File: config.mk
export PLATFORM = sky130hd
export DESIGN_NAME = mem_stage
export DESIGN_NICKNAME = d
export VERILOG_FILES = /design/src/rtl/pipelinestages_pkg.sv /design/src/rtl/mem_stage_timeout.sv /design/src/rtl/mem_stage.sv
export SDC_FILE = /design/constraint.sdc
export NUM_CORES = 1
export LEC_CHECK = 0
export CORE_MARGIN = 4
export CORE_UTILIZATION = 57
export CTS_CLUSTER_DIAMETER = 50
export DETAILED_ROUTE_END_ITERATION = 10
export DONT_BUFFER_PORTS = 1
export GPL_ROUTABILITY_DRIVEN = 0
export PLACE_DENSITY = 0.85
export SYNTH_ARGS = -nofsm -noshare
export SYNTH_HDL_FRONTEND = slang
export SYNTH_SLANG_ARGS = --single-unit
File: constraint.sdc
create_clock -name clk -period 6 [get_ports clk]
set_clock_uncertainty 0.2 [all_clocks]
set_input_delay 0.9 -clock clk [delete_from_list [all_inputs] [get_ports clk]]
set_output_delay 0.9 -clock clk [all_outputs]
set_load 0.02 [all_outputs]
File: src/rtl/pipelinestages_pkg.sv
// Shared pipeline record types for the EX/MEM/WB boundary, plus the
// memory-stage FSM encoding and data-memory request layout.
package pipelinestages_pkg;

  localparam int XLEN = 32;

  // Record handed from EX/MEM into the memory stage.
  typedef struct packed {
    logic            valid;
    logic [XLEN-1:0] alu_result;
    logic [XLEN-1:0] rs2;
    logic [4:0]      rd;
    logic            reg_write;
    logic            mem_read;
    logic            mem_write;
    logic            mem_to_reg;
  } ex_mem_t;

  // Record handed from the memory stage into writeback.
  typedef struct packed {
    logic            valid;
    logic [XLEN-1:0] alu_or_mem_val;
    logic [4:0]      rd;
    logic            reg_write;
  } mem_wb_t;

  typedef enum logic [1:0] {
    IDLE = 2'd0,
    REQ  = 2'd1,
    RESP = 2'd2
  } mem_stage_state_t;

  typedef struct packed {
    logic            we;
    logic [XLEN-1:0] addr;
    logic [XLEN-1:0] wdata;
  } dmem_req_t;

  // A record touches data memory if it reads or writes it.
  function automatic logic is_mem_op(input ex_mem_t r);
    return r.mem_read | r.mem_write;
  endfunction

endpackage

File: src/rtl/mem_stage_timeout.sv
// Response watchdog for mem_stage: a loadable down-counter. It is loaded
// with TIMEOUT_CYCLES when a request is handed to memory and decrements on
// every waiting cycle; expire flags the last allowed waiting cycle so the
// owner can abort on that same clock edge. TIMEOUT_CYCLES = 0 disables it.
module mem_stage_timeout #(
  parameter int unsigned TIMEOUT_CYCLES = 255
) (
  input  logic clk,
  input  logic rst,
  input  logic load,
  input  logic dec,
  output logic expire
);

  localparam int unsigned CW = (TIMEOUT_CYCLES > 1) ? $clog2(TIMEOUT_CYCLES + 1) : 1;

  if (TIMEOUT_CYCLES == 0) begin : g_off
    logic unused_inputs;
    assign unused_inputs = ^{clk, rst, load, dec};
    assign expire = 1'b0;
  end else begin : g_on
    logic [CW-1:0] cnt;

    // Reload on request handshake, count down while waiting for a response.
    always_ff @(posedge clk or posedge rst) begin
      if (rst) begin
        cnt <= '0;
      end else if (load) begin
        cnt <= CW'(TIMEOUT_CYCLES);
      end else if (dec && (cnt != '0)) begin
        cnt <= cnt - 1'b1;
      end
    end

    assign expire = dec && (cnt == CW'(1));
  end

endmodule

File: src/rtl/mem_stage.sv
// Memory-access pipeline stage. Accepts an ex_mem_t record, performs at most
// one outstanding data-memory transaction (valid/ready request, one-cycle
// valid response) and registers a mem_wb_t record for writeback.
// Optional feature: define MEM_STAGE_MISALIGN_CHECK_EN to retire misaligned
// memory records immediately (reg_write cleared, misalign_err pulsed)
// instead of issuing them.
module mem_stage
  import pipelinestages_pkg::*;
#(
  parameter int unsigned TIMEOUT_CYCLES = 255
) (
  input  logic        clk,
  input  logic        rst,
  input  ex_mem_t     in_stage,
  output logic        in_ready,
  output mem_wb_t     out_stage,
  output logic        dmem_req_valid,
  input  logic        dmem_req_ready,
  output logic        dmem_req_we,
  output logic [31:0] dmem_req_addr,
  output logic [31:0] dmem_req_wdata,
  input  logic        dmem_rsp_valid,
  input  logic [31:0] dmem_rsp_rdata,
  output logic        dmem_timeout,
  output logic        misalign_err
);

  mem_stage_state_t state, state_nxt;

  logic      accept;
  logic      mem_op;
  logic      misalign_hit;
  logic      issue;
  logic      retire_now;
  logic      rsp_done;
  logic      tmo_expire;

  // Transaction context captured at accept, held until the record retires.
  dmem_req_t req_p1;
  logic [4:0] rd_p1;
  logic      reg_write_p1;
  logic      mem_to_reg_p1;

  assign accept = in_stage.valid && in_ready;
  assign mem_op = is_mem_op(in_stage);

`ifdef MEM_STAGE_MISALIGN_CHECK_EN
  assign misalign_hit = mem_op && (in_stage.alu_result[1:0] != 2'b00);
`else
  assign misalign_hit = 1'b0;
`endif

  // Memory records go out to memory; everything else accepted retires next cycle.
  assign issue      = accept && mem_op && !misalign_hit;
  assign retire_now = accept && !issue;
  assign rsp_done   = (state == RESP) && dmem_rsp_valid;

  mem_stage_timeout #(
    .TIMEOUT_CYCLES(TIMEOUT_CYCLES)
  ) u_timeout (
    .clk   (clk),
    .rst   (rst),
    .load  ((state == REQ) && dmem_req_ready),
    .dec   ((state == RESP) && !dmem_rsp_valid),
    .expire(tmo_expire)
  );

  // State register.
  always_ff @(posedge clk or posedge rst) begin
    if (rst) begin
      state <= IDLE;
    end else begin
      state <= state_nxt;
    end
  end

  // Next-state logic.
  always_comb begin
    state_nxt = state;
    unique case (state)
      IDLE:    if (issue) state_nxt = REQ;
      REQ:     if (dmem_req_ready) state_nxt = RESP;
      RESP:    if (dmem_rsp_valid || tmo_expire) state_nxt = IDLE;
      default: state_nxt = IDLE;
    endcase
  end

  // FSM-decoded outputs.
  always_comb begin
    in_ready       = (state == IDLE);
    dmem_req_valid = (state == REQ);
  end

  // Latch request and writeback context when a memory record is issued.
  always_ff @(posedge clk) begin
    if (issue) begin
      req_p1.we     <= in_stage.mem_write;
      req_p1.addr   <= in_stage.alu_result;
      req_p1.wdata  <= in_stage.rs2;
      rd_p1         <= in_stage.rd;
      reg_write_p1  <= in_stage.reg_write;
      mem_to_reg_p1 <= in_stage.mem_to_reg;
    end
  end

  assign dmem_req_we    = req_p1.we;
  assign dmem_req_addr  = req_p1.addr;
  assign dmem_req_wdata = req_p1.wdata;

  // Writeback register: valid pulses once per retire, payload holds otherwise.
  always_ff @(posedge clk or posedge rst) begin
    if (rst) begin
      out_stage    <= '0;
      dmem_timeout <= 1'b0;
    end else begin
      out_stage.valid <= 1'b0;
      dmem_timeout    <= tmo_expire;
      if (retire_now) begin
        out_stage.valid          <= 1'b1;
        out_stage.alu_or_mem_val <= in_stage.alu_result;
        out_stage.rd             <= in_stage.rd;
        out_stage.reg_write      <= in_stage.reg_write && !misalign_hit;
      end else if (rsp_done) begin
        out_stage.valid          <= 1'b1;
        out_stage.alu_or_mem_val <= mem_to_reg_p1 ? dmem_rsp_rdata : req_p1.addr;
        out_stage.rd             <= rd_p1;
        out_stage.reg_write      <= reg_write_p1;
      end else if (tmo_expire) begin
        out_stage.valid          <= 1'b1;
        out_stage.alu_or_mem_val <= req_p1.addr;
        out_stage.rd             <= rd_p1;
        out_stage.reg_write      <= 1'b0;
      end
    end
  end

`ifdef MEM_STAGE_MISALIGN_CHECK_EN
  // Misalignment flag pulses alongside the aborted record's retire.
  always_ff @(posedge clk or posedge rst) begin
    if (rst) begin
      misalign_err <= 1'b0;
    end else begin
      misalign_err <= accept && misalign_hit;
    end
  end
`else
  assign misalign_err = 1'b0;
`endif

endmodule

==> impl_metrics.env, run 1 <==
export IMPL_period_share=0.436
export IMPL_antenna_cells=0
export IMPL_powerDensity_mw_per_mm2=478
export IMPL_drc=0
export IMPL_drt_iter0_drc=167
export IMPL_pwr_share_clk=0.349
export IMPL_gr_total_overflow=0
export IMPL_cts_buffers=17
export IMPL_syn_area_per_cell_um2=14.6
export IMPL_crit_path_end_kind="output pin"
export IMPL_crit_family="flip-flops"
export IMPL_layoutNonFillerInstCount=467
export IMPL_clk_insertion_delay_late_ns=0.50
export IMPL_required_ns=4.90
export IMPL_synthCells=345
export IMPL_crit_path_start_kind="register"
export IMPL_yosysSeqAreaShare=0.676
export IMPL_grtUsageTotal=0.213
export IMPL_yosysWarningCount=0
export IMPL_die_area_mm2=0.0104
export IMPL_netlist_area_mm2=0.00505
export IMPL_wl_um=11000
export IMPL_port_buffers=0
export IMPL_antenna_left=0
export IMPL_htree_num_levels=4
export IMPL_post_drt_wl_per_cell_um=23.5
export IMPL_die_width_um=102
export IMPL_internal_power_uw=1810
export IMPL_place_inst=435
export IMPL_io_pins=218
export IMPL_grt_pass1_vias=3050
export IMPL_synth_cell_types=41
export IMPL_rows=34
export IMPL_rsz0062_at_grt="no"
export IMPL_ctsResizeCount=0
export IMPL_path_depth=1
export IMPL_cts_tree="done"
export IMPL_status="complete, no violations"
export IMPL_cp_slowest_cell="dfrtp_1"
export IMPL_cts_root_buf="clkbuf_8"
export IMPL_worstPathCellList="nor2b_1"
export IMPL_min_path_type="reg2reg"
export IMPL_finalSetupViolations=0
export IMPL_cts_sinks=122
export IMPL_seqPwrFrac=0.542
export IMPL_ir_worst_vdd_uv=219
export IMPL_leakagePower_uw=0.00236
export IMPL_cap_violations=0
export IMPL_path_max_fanout=8
export IMPL_clk_pin_slew_ns=0.06
export IMPL_post_cts_setup_buffer_count=0
export IMPL_vias=2972
export IMPL_finalMaxSlewViolations=0
export IMPL_fmax_mhz=382
export IMPL_cts_path_max_buffers=2
export IMPL_worstMarginPinSlew_ns=1.05
export IMPL_antenna_found_initial=0
export IMPL_start_util=0.582
export IMPL_nets=459
export IMPL_core_area_mm2=0.00868
export IMPL_fill_cells=615
export IMPL_hpwl_um=7540
export IMPL_die_height_um=102
export IMPL_first_pass_iters=4
export IMPL_via_per_inst=6.36
export IMPL_arrival_ns=1.52
export IMPL_drive_gt1_frac=0.131
export IMPL_grt_max_degree=73
export IMPL_period_needed_ns=2.62
export IMPL_crit_buf_inv=0
export IMPL_maxSlewHeadroom=0.299
export IMPL_p_sw_frac=0.332
export IMPL_ctsHoldBuffers=0
export IMPL_area_delta_synth_final_pct=12.2
export IMPL_hold_viol_final=0
export IMPL_p_sw_uw=900
export IMPL_tns_ns=0
export IMPL_slowest_delay_ns=0.55
export IMPL_grt_pass1_wl_um=16600
export IMPL_power_frac_comb=0.109
export IMPL_synth_seq_cells=122
export IMPL_reg2regPathDepth=4
export IMPL_mappedNetlistNets=458
export IMPL_holdPathStages=1
export IMPL_critPathKind="reg2out"
[metal layers]
layer | global-route usage | part of all wire | vias up
met4 | 0.0666 | 0.014 | 0
met5 | 0 | 0 | -
met1 | 0.255 | 0.38 | 1477
li1 | - | - | 1322
met2 | 0.336 | 0.50 | 161
met3 | 0.113 | 0.11 | 12
[worst register-to-register path, stage by stage, from the launching register on]
cell and delay [ns]:
dfrtp_1 0.55, nor2_2 0.16, and3_4 0.35, a21oi_4 0.81, a221o_1 0.29
[power groups by stage]
stage / Combinational, uW / Sequential [uW] / Clock, uW
after floorplan: 255 / 1420 / 0
after detailed placement: 297 / 1480 / 0
final: 295 / 1470 / 945
after global placement: 281 / 1480 / 0
after CTS: 299 / 1470 / 964
after global routing: 332 / 1490 / 1000
[state kept, by name, indices dropped and copies added, names as in the netlist]
register / flops
dmem_req_we: 1
rd_p1: 5
dmem_req_addr: 32
out_stage: 39
dmem_req_wdata: 32
u_timeout.g_on.cnt: 8
mem_to_reg_p1: 1
state: 2
dmem_timeout: 1
reg_write_p1: 1
[cell families after synthesis]
family	share of synthesized area
compound gates	0.135
mux	0.0679
fa+ha+maj	0.00743
buf+inv	0.0312
xor+xnor	0.0104
flops	0.676
other cells	0.000742
simple gates	0.0716
[cells in the final DEF (no fill, tap or decap), drive strengths merged, types with 2 or more instances in the layout]
cell / n
buf: 4
nor3b: 2
dfrtp: 50
nand2: 10
ha: 3
and2: 6
a221o: 37
and3: 2
edfxtp: 72
clkbuf: 18
nor2b: 2
nor2: 36
mux2: 2
o21ai: 5
nand4: 2
nor4: 2
o211ai: 3
xor2: 5
mux2i: 32
nand3: 2
clkinvlp: 5
clkinv: 4
inv: 9
nor3: 3
a21o: 33
[path summary, 6_finish.rpt]
path,to,from,slack [ns]
max in group asynchronous,out_stage[31],rst,4.62
min reg2reg,out_stage[4],rd_p1[3],0.29
min in group asynchronous,out_stage[2],rst,0.33
max reg2reg,out_stage[3],state[0],3.57
max,dmem_req_valid,state[0],3.38
min,out_stage[4],rd_p1[3],0.29
[cells in the mapped netlist, drive strengths merged]
cell type / instances / area (um2)
edfxtp: 72 / 2160
or3: 1 / 6.26
xor2: 5 / 43.8
or4: 1 / 7.51
nand3: 2 / 10.0
nand4: 2 / 12.5
dfrtp: 50 / 1250
nor2: 36 / 138
a221o: 37 / 370
xnor2: 1 / 8.76
nor3b: 2 / 26.3
mux2i: 32 / 320
o211ai: 3 / 22.5
or3b: 1 / 8.76
mux2: 2 / 22.5
nand2b: 1 / 6.26
nand2: 10 / 37.5
ha: 3 / 37.5
nor4: 2 / 18.8
a21oi: 1 / 5.00
inv: 5 / 18.8
a21o: 33 / 248
nor2b: 2 / 12.5
buf: 17 / 120
o21ai: 5 / 28.8
o2111ai: 1 / 8.76
nor3: 3 / 15.0
conb: 1 / 3.75
clkbuf: 5 / 18.8
nand3b: 1 / 7.51
and2: 6 / 37.5
and3: 2 / 17.5
[area by class of cell]
cell class	instances	area, um2	area share
Multi-Input combinational cell	196	1500	0.265
Tap cell	108	135	0.0238
Sequential cell	122	3410	0.602
Timing Repair Buffer	4	30.0	0.00530
Clock inverter	14	140	0.0247
Clock buffer	18	428	0.0755
Inverter	5	18.8	0.00331
[per-stage QoR]
step | setup WS [ns] | utilization | cell area [um2] | hold slack [ns] | total power [uW]
3_5_place_dp | 3.34 | 0.588 | 5100 | 0.276 | 1780
4_1_cts | 3.35 | 0.653 | 5670 | 0.261 | 2740
3_3_place_gp | 3.35 | 0.588 | 5100 | 0.258 | 1760
2_1_floorplan | 1.52 | - | 5060 | 0.256 | 1680
6_report | 3.38 | 0.653 | 5670 | 0.287 | 2710
5_1_grt | 3.30 | 0.653 | 5670 | 0.256 | 2820
Note: power is estimated with default switching activity, not from simulation.
==> run 2: changes to the inputs <==
--- a/config.mk
+++ b/config.mk
@@ -6,12 +6,12 @@
 export NUM_CORES = 1
 export LEC_CHECK = 0
 export CORE_MARGIN = 4
-export CORE_UTILIZATION = 57
+export CORE_UTILIZATION = 63
 export CTS_CLUSTER_DIAMETER = 50
 export DETAILED_ROUTE_END_ITERATION = 10
 export DONT_BUFFER_PORTS = 1
 export GPL_ROUTABILITY_DRIVEN = 0
-export PLACE_DENSITY = 0.85
+export PLACE_DENSITY = 0.89
 export SYNTH_ARGS = -nofsm -noshare
 export SYNTH_HDL_FRONTEND = slang
 export SYNTH_SLANG_ARGS = --single-unit
==> constraint.sdc (replaced) <==
create_clock -name clk -period 2.6 [get_ports clk]
set_clock_uncertainty 0.2 [all_clocks]
set_input_delay 0.39 -clock clk [delete_from_list [all_inputs] [get_ports clk]]
set_output_delay 0.39 -clock clk [all_outputs]
set_load 0.02 [all_outputs]
==> run 2 against run 1 <==
Compared with the run above: power is 140% higher; routed wire length is 41% higher; clock power is 130% higher; non-clock buffer count is 82 higher; sequential share of layout area is 7.3 points lower; critical path type is now reg2reg.
==> impl_metrics.env, run 2 (synthesized netlist as in run 1, its figures left out) <==
export IMPL_status="complete, no violations"
export IMPL_placed_area_mm2=0.00517
export IMPL_drive_gt1_frac=0.122
export IMPL_fill_cells=377
export IMPL_path_max_fanout=17
export IMPL_final_common_cell="dlygate4sd3_1"
export IMPL_maxSlewHeadroom=0.576
export IMPL_regArea_mm2=0.00341
export IMPL_crit_path_start_kind="register"
export IMPL_ctsResizeCount=0
export IMPL_area_delta_synth_final_pct=27.8
export IMPL_clk_insertion_delay_late_ns=0.51
export IMPL_post_drt_wl_per_cell_um=28.5
export IMPL_vias=3638
export IMPL_p_sw_uw=2290
export IMPL_drt_iter0_drc=303
export IMPL_io_pins=218
export IMPL_antenna_cells=0
export IMPL_hpwl_um=8630
export IMPL_place_ws_ns=0.497
export IMPL_timing_rr_start="u_timeout.g_on.cnt[2]"
export IMPL_leakagePower_uw=0.00271
export IMPL_cap_violations=0
export IMPL_p_sw_frac=0.356
export IMPL_critPathLaunch="u_timeout.g_on.cnt[2]"
export IMPL_die_height_um=97.6
export IMPL_nets=541
export IMPL_min_delay_start="dmem_rsp_rdata[10]"
export IMPL_finalSetupViolations=0
export IMPL_grtUsageTotal=0.332
export IMPL_rows=32
export IMPL_cts_tree="done"
export IMPL_die_area_mm2=0.00952
export IMPL_pwr_share_clk=0.331
export IMPL_grt_pass1_vias=3879
export IMPL_critPathKind="reg2reg"
export IMPL_start_util=0.650
export IMPL_antenna_found_initial=0
export IMPL_first_pass_iters=5
export IMPL_cts_root_buf="clkbuf_8"
export IMPL_final_cell_mix="dlygate4sd3_1, edfxtp_1, dfrtp_1"
export IMPL_period_share=0.830
export IMPL_hold_viol_final=0
export IMPL_power_frac_comb=0.135
export IMPL_htree_num_levels=4
export IMPL_die_width_um=97.6
export IMPL_grt_max_degree=54
export IMPL_multi_input_area_mm2=0.00150
export IMPL_cts_sinks=122
export IMPL_antenna_left=0
export IMPL_cts_buffers=17
export IMPL_fmax_mhz=464
export IMPL_cts_path_max_buffers=2
export IMPL_largest_reg_flops=39
export IMPL_largest_register="out_stage"
export IMPL_gr_total_overflow=0
export IMPL_internal_power_uw=4150
export IMPL_clk_pin_slew_ns=0.06
export IMPL_worstMarginPinSlew_ns=0.635
export IMPL_crit_path_end_kind="register"
export IMPL_fin_area_mm2=0.00645
export IMPL_rsz0062_at_grt="no"
export IMPL_timing_hold_ws_ns=0.0254
export IMPL_setup_ws_ns=0.443
export IMPL_wl_um=15500
export IMPL_tns_ns=0
export IMPL_drc=0
export IMPL_ir_worst_vdd_uv=681
export IMPL_powerDensity_mw_per_mm2=998
export IMPL_grt_pass1_wl_um=23900
export IMPL_required_ns=2.79
export IMPL_via_per_inst=6.70
export IMPL_min_path_type="in2reg"
export IMPL_arrival_ns=2.34
export IMPL_seqPwrFrac=0.534
export IMPL_fin_util=0.831
export IMPL_finalMaxSlewViolations=0
export IMPL_port_buffers=0
export IMPL_core_area_mm2=0.00777
export IMPL_period_needed_ns=2.16
-- run 2: what timing repair did --
| item | 4_1_cts | 5_1_grt |
|---|---|---|
| hold buffers | 75 | 0 |
| endpoints found under the setup margin | 0 | 0 |
| endpoints found under the hold margin | 146 | 0 |
| setup buffers | 0 | 0 |
-- run 2: worst paths after layout --
check,depth (start not counted),endpoint,slack [ns]
setup / recovery,5,out_stage[1],0.44
hold / removal,4,out_stage[16],0.03
setup reg to reg,5,out_stage[1],0.44
hold reg to reg,1,out_stage[2],0.31
max in group asynchronous,3,out_stage[1],1.42
min in group asynchronous,2,out_stage[5],0.22
-- run 2: metrics by stage --
stage,total power [uW],instances
5_1_grt,6660,543
3_5_place_dp,4160,436
4_1_cts,6360,543
6_report,6440,543
2_1_floorplan,3880,345
3_3_place_gp,4100,436
-- run 2: power by group through the flow --
stage	Clock (uW)	Combinational, uW	Sequential [uW]
after floorplan	0	595	3280
after detailed placement	0	719	3440
after global placement	0	680	3420
after CTS	2110	835	3410
final	2130	870	3440
after global routing	2240	947	3470
-- run 2: worst max-delay path, stage by stage, from the launching register on --
cell and delay [ns]:
dfrtp_1 0.46, nor4_2 0.48, a21o_1 0.28, a21oi_4 0.08, buf_4 0.22, a221o_1 0.32
-- run 2: final cells by class --
class / count / share of cell area
flip-flops and latches: 122 / 0.529
multi-input cells: 196 / 0.233
repair buffers: 86 / 0.133
clock buffers: 18 / 0.0647
well taps: 102 / 0.0198
clock inverters: 14 / 0.0176
inverters: 5 / 0.00291
-- run 2: layer usage --
layer	vias to the layer above	share of wire	global-route usage
met3	33	0.11	0.128
met5	-	0	0
li1	1490	-	-
met1	1801	0.34	0.382
met2	314	0.52	0.569
met4	0	0.023	0.115
==> run 3: changes to the inputs <==
==> constraint.sdc (replaced) <==
create_clock -name clk -period 2.2 [get_ports clk]
set_clock_uncertainty 0.2 [all_clocks]
set_input_delay 0.33 -clock clk [delete_from_list [all_inputs] [get_ports clk]]
set_output_delay 0.33 -clock clk [all_outputs]
set_load 0.02 [all_outputs]
==> run 3 against run 2 <==
Compared with the run above: fmax grew 2.1%; sequential share of layout area shrank 2.7 points; die area is the same; sequential power grew 18%; first-iteration DRC count grew 35%; final cell count grew 5.3%; worst setup slack lost 0.36 ns; non-clock buffer count grew 28; routed wire length grew 10%; critical path depth grew 1; utilization grew 4.4 points; critical endpoint is now u_timeout.g_on.cnt[2]; largest power group unchanged.
==> impl_metrics.env, run 3 (synthesized netlist as in run 1, its figures left out) <==
export IMPL_status="complete, no violations"
export IMPL_cap_violations=0
export IMPL_core_area_mm2=0.00777
export IMPL_cts_sinks=122
export IMPL_antenna_left=0
export IMPL_final_cell_mix="dlygate4sd3_1, edfxtp_1, dfrtp_1"
export IMPL_powerDensity_mw_per_mm2=1160
export IMPL_htree_num_levels=4
export IMPL_required_ns=2.39
export IMPL_drc=0
export IMPL_fmax_mhz=473
export IMPL_clk_pin_slew_ns=0.06
export IMPL_vias=4003
export IMPL_place_ws_ns=0.134
export IMPL_setup_ws_ns=0.0873
export IMPL_die_height_um=97.6
export IMPL_cts_tree="done"
export IMPL_clk_insertion_delay_late_ns=0.52
export IMPL_via_per_inst=7.00
export IMPL_leakagePower_uw=0.00287
export IMPL_largest_reg_flops=39
export IMPL_drt_iter0_drc=409
export IMPL_place_inst=439
export IMPL_port_buffers=0
export IMPL_crit_path_start_kind="register"
export IMPL_hold_viol_final=0
export IMPL_start_util=0.650
export IMPL_critPathKind="reg2reg"
export IMPL_period_share=0.960
export IMPL_grt_max_degree=50
export IMPL_min_path_type="in2reg"
export IMPL_grt_pass1_vias=4210
export IMPL_cts_buffers=17
export IMPL_cts_path_max_buffers=2
export IMPL_area_delta_synth_final_pct=34.6
export IMPL_grtUsageTotal=0.347
export IMPL_grt_pass1_wl_um=25100
export IMPL_crit_path_end_kind="register"
export IMPL_worstMarginPinSlew_ns=0.606
export IMPL_die_area_mm2=0.00952
export IMPL_finalMaxSlewViolations=0
export IMPL_tns_ns=0
export IMPL_gr_total_overflow=0
export IMPL_path_max_fanout=6
export IMPL_arrival_ns=2.30
export IMPL_cts_root_buf="clkbuf_8"
export IMPL_ir_worst_vdd_uv=542
export IMPL_layoutNonFillerInstCount=572
export IMPL_rows=32
export IMPL_io_pins=218
export IMPL_drive_gt1_frac=0.126
export IMPL_first_pass_iters=6
export IMPL_maxSlewHeadroom=0.596
export IMPL_largest_register="out_stage"
export IMPL_hpwl_um=8800
export IMPL_die_width_um=97.6
export IMPL_rsz0062_at_grt="no"
export IMPL_period_needed_ns=2.11
export IMPL_fin_util=0.875
export IMPL_final_common_cell="dlygate4sd3_1"
export IMPL_finalSetupViolations=0
export IMPL_wl_um=17000
export IMPL_nets=569
export IMPL_antenna_found_initial=2
export IMPL_post_drt_wl_per_cell_um=29.8
## run 3: changes by cell type in the layout (fill, tap and decap cells not counted), moves of 2 or more
cell,before,now
buf_12,2,4
clkinv_4,3,5
clkinvlp_4,4,2
buf_4,9,11
inv_6,6,4
dlygate4sd3_1,75,99
diode_2,0,2
## run 3: final timing paths
path	startpoint	cells after the start	end	slack (ns)
min in group asynchronous	rst	2	out_stage[19]	0.17
hold reg to reg	rd_p1[2]	1	out_stage[3]	0.31
setup / recovery	u_timeout.g_on.cnt[0]	6	u_timeout.g_on.cnt[2]	0.09
max in group asynchronous	rst	3	state[0]	1.05
hold / removal	dmem_rsp_rdata[5]	4	out_stage[11]	0.01
setup reg to reg	u_timeout.g_on.cnt[0]	6	u_timeout.g_on.cnt[2]	0.09
## run 3: what timing repair did
| item | CTS | global route |
|---|---|---|
| hold buffers | 99 | 0 |
| endpoints found under the hold margin | 169 | 0 |
| setup buffers | 0 | 1 |
| resized for setup | 0 | 3 |
| endpoints found under the setup margin | 0 | 7 |
## run 3: where the power goes
group	switching (uW)	internal, uW
Combinational	583	575
Clock	1140	1520
Sequential	1080	2990
## run 3: final cells by class
type / instances / area [um2]
diodes: 2 / 5.00
clock buffers: 17 / 414
clock inverters: 14 / 140
fillers: 317 / 968
inverters: 5 / 18.8
multi-input cells: 196 / 1530
flip-flops and latches: 122 / 3410
well taps: 102 / 128
repair buffers: 114 / 1150
## run 3: worst max-delay path, stage by stage, from the launching register on
cell	delay (ns)
dfrtp_1	0.43
inv_1	0.16
ha_1	0.16
or3b_2	0.54
o211ai_1	0.25
xor2_1	0.20
nand2_1	0.07
## run 3: per-stage QoR
stage	instance area (um2)	hold WS, ns	total power (uW)
floorplan	5070	0.229	4580
CTS	6770	0.00102	7640
global placement	5220	0.104	4850
detailed placement	5220	0.107	4930
finish	6800	0.0113	7880
global route	6800	0.0350	8100
## run 3: per-layer routing
metal  GRT usage  wire length (um)  part of all wire
met4       0.162               723             0.042
met2       0.574              8680              0.51
met3       0.128              2010              0.12
met5           0                 0                 0
met1       0.400              5620              0.33
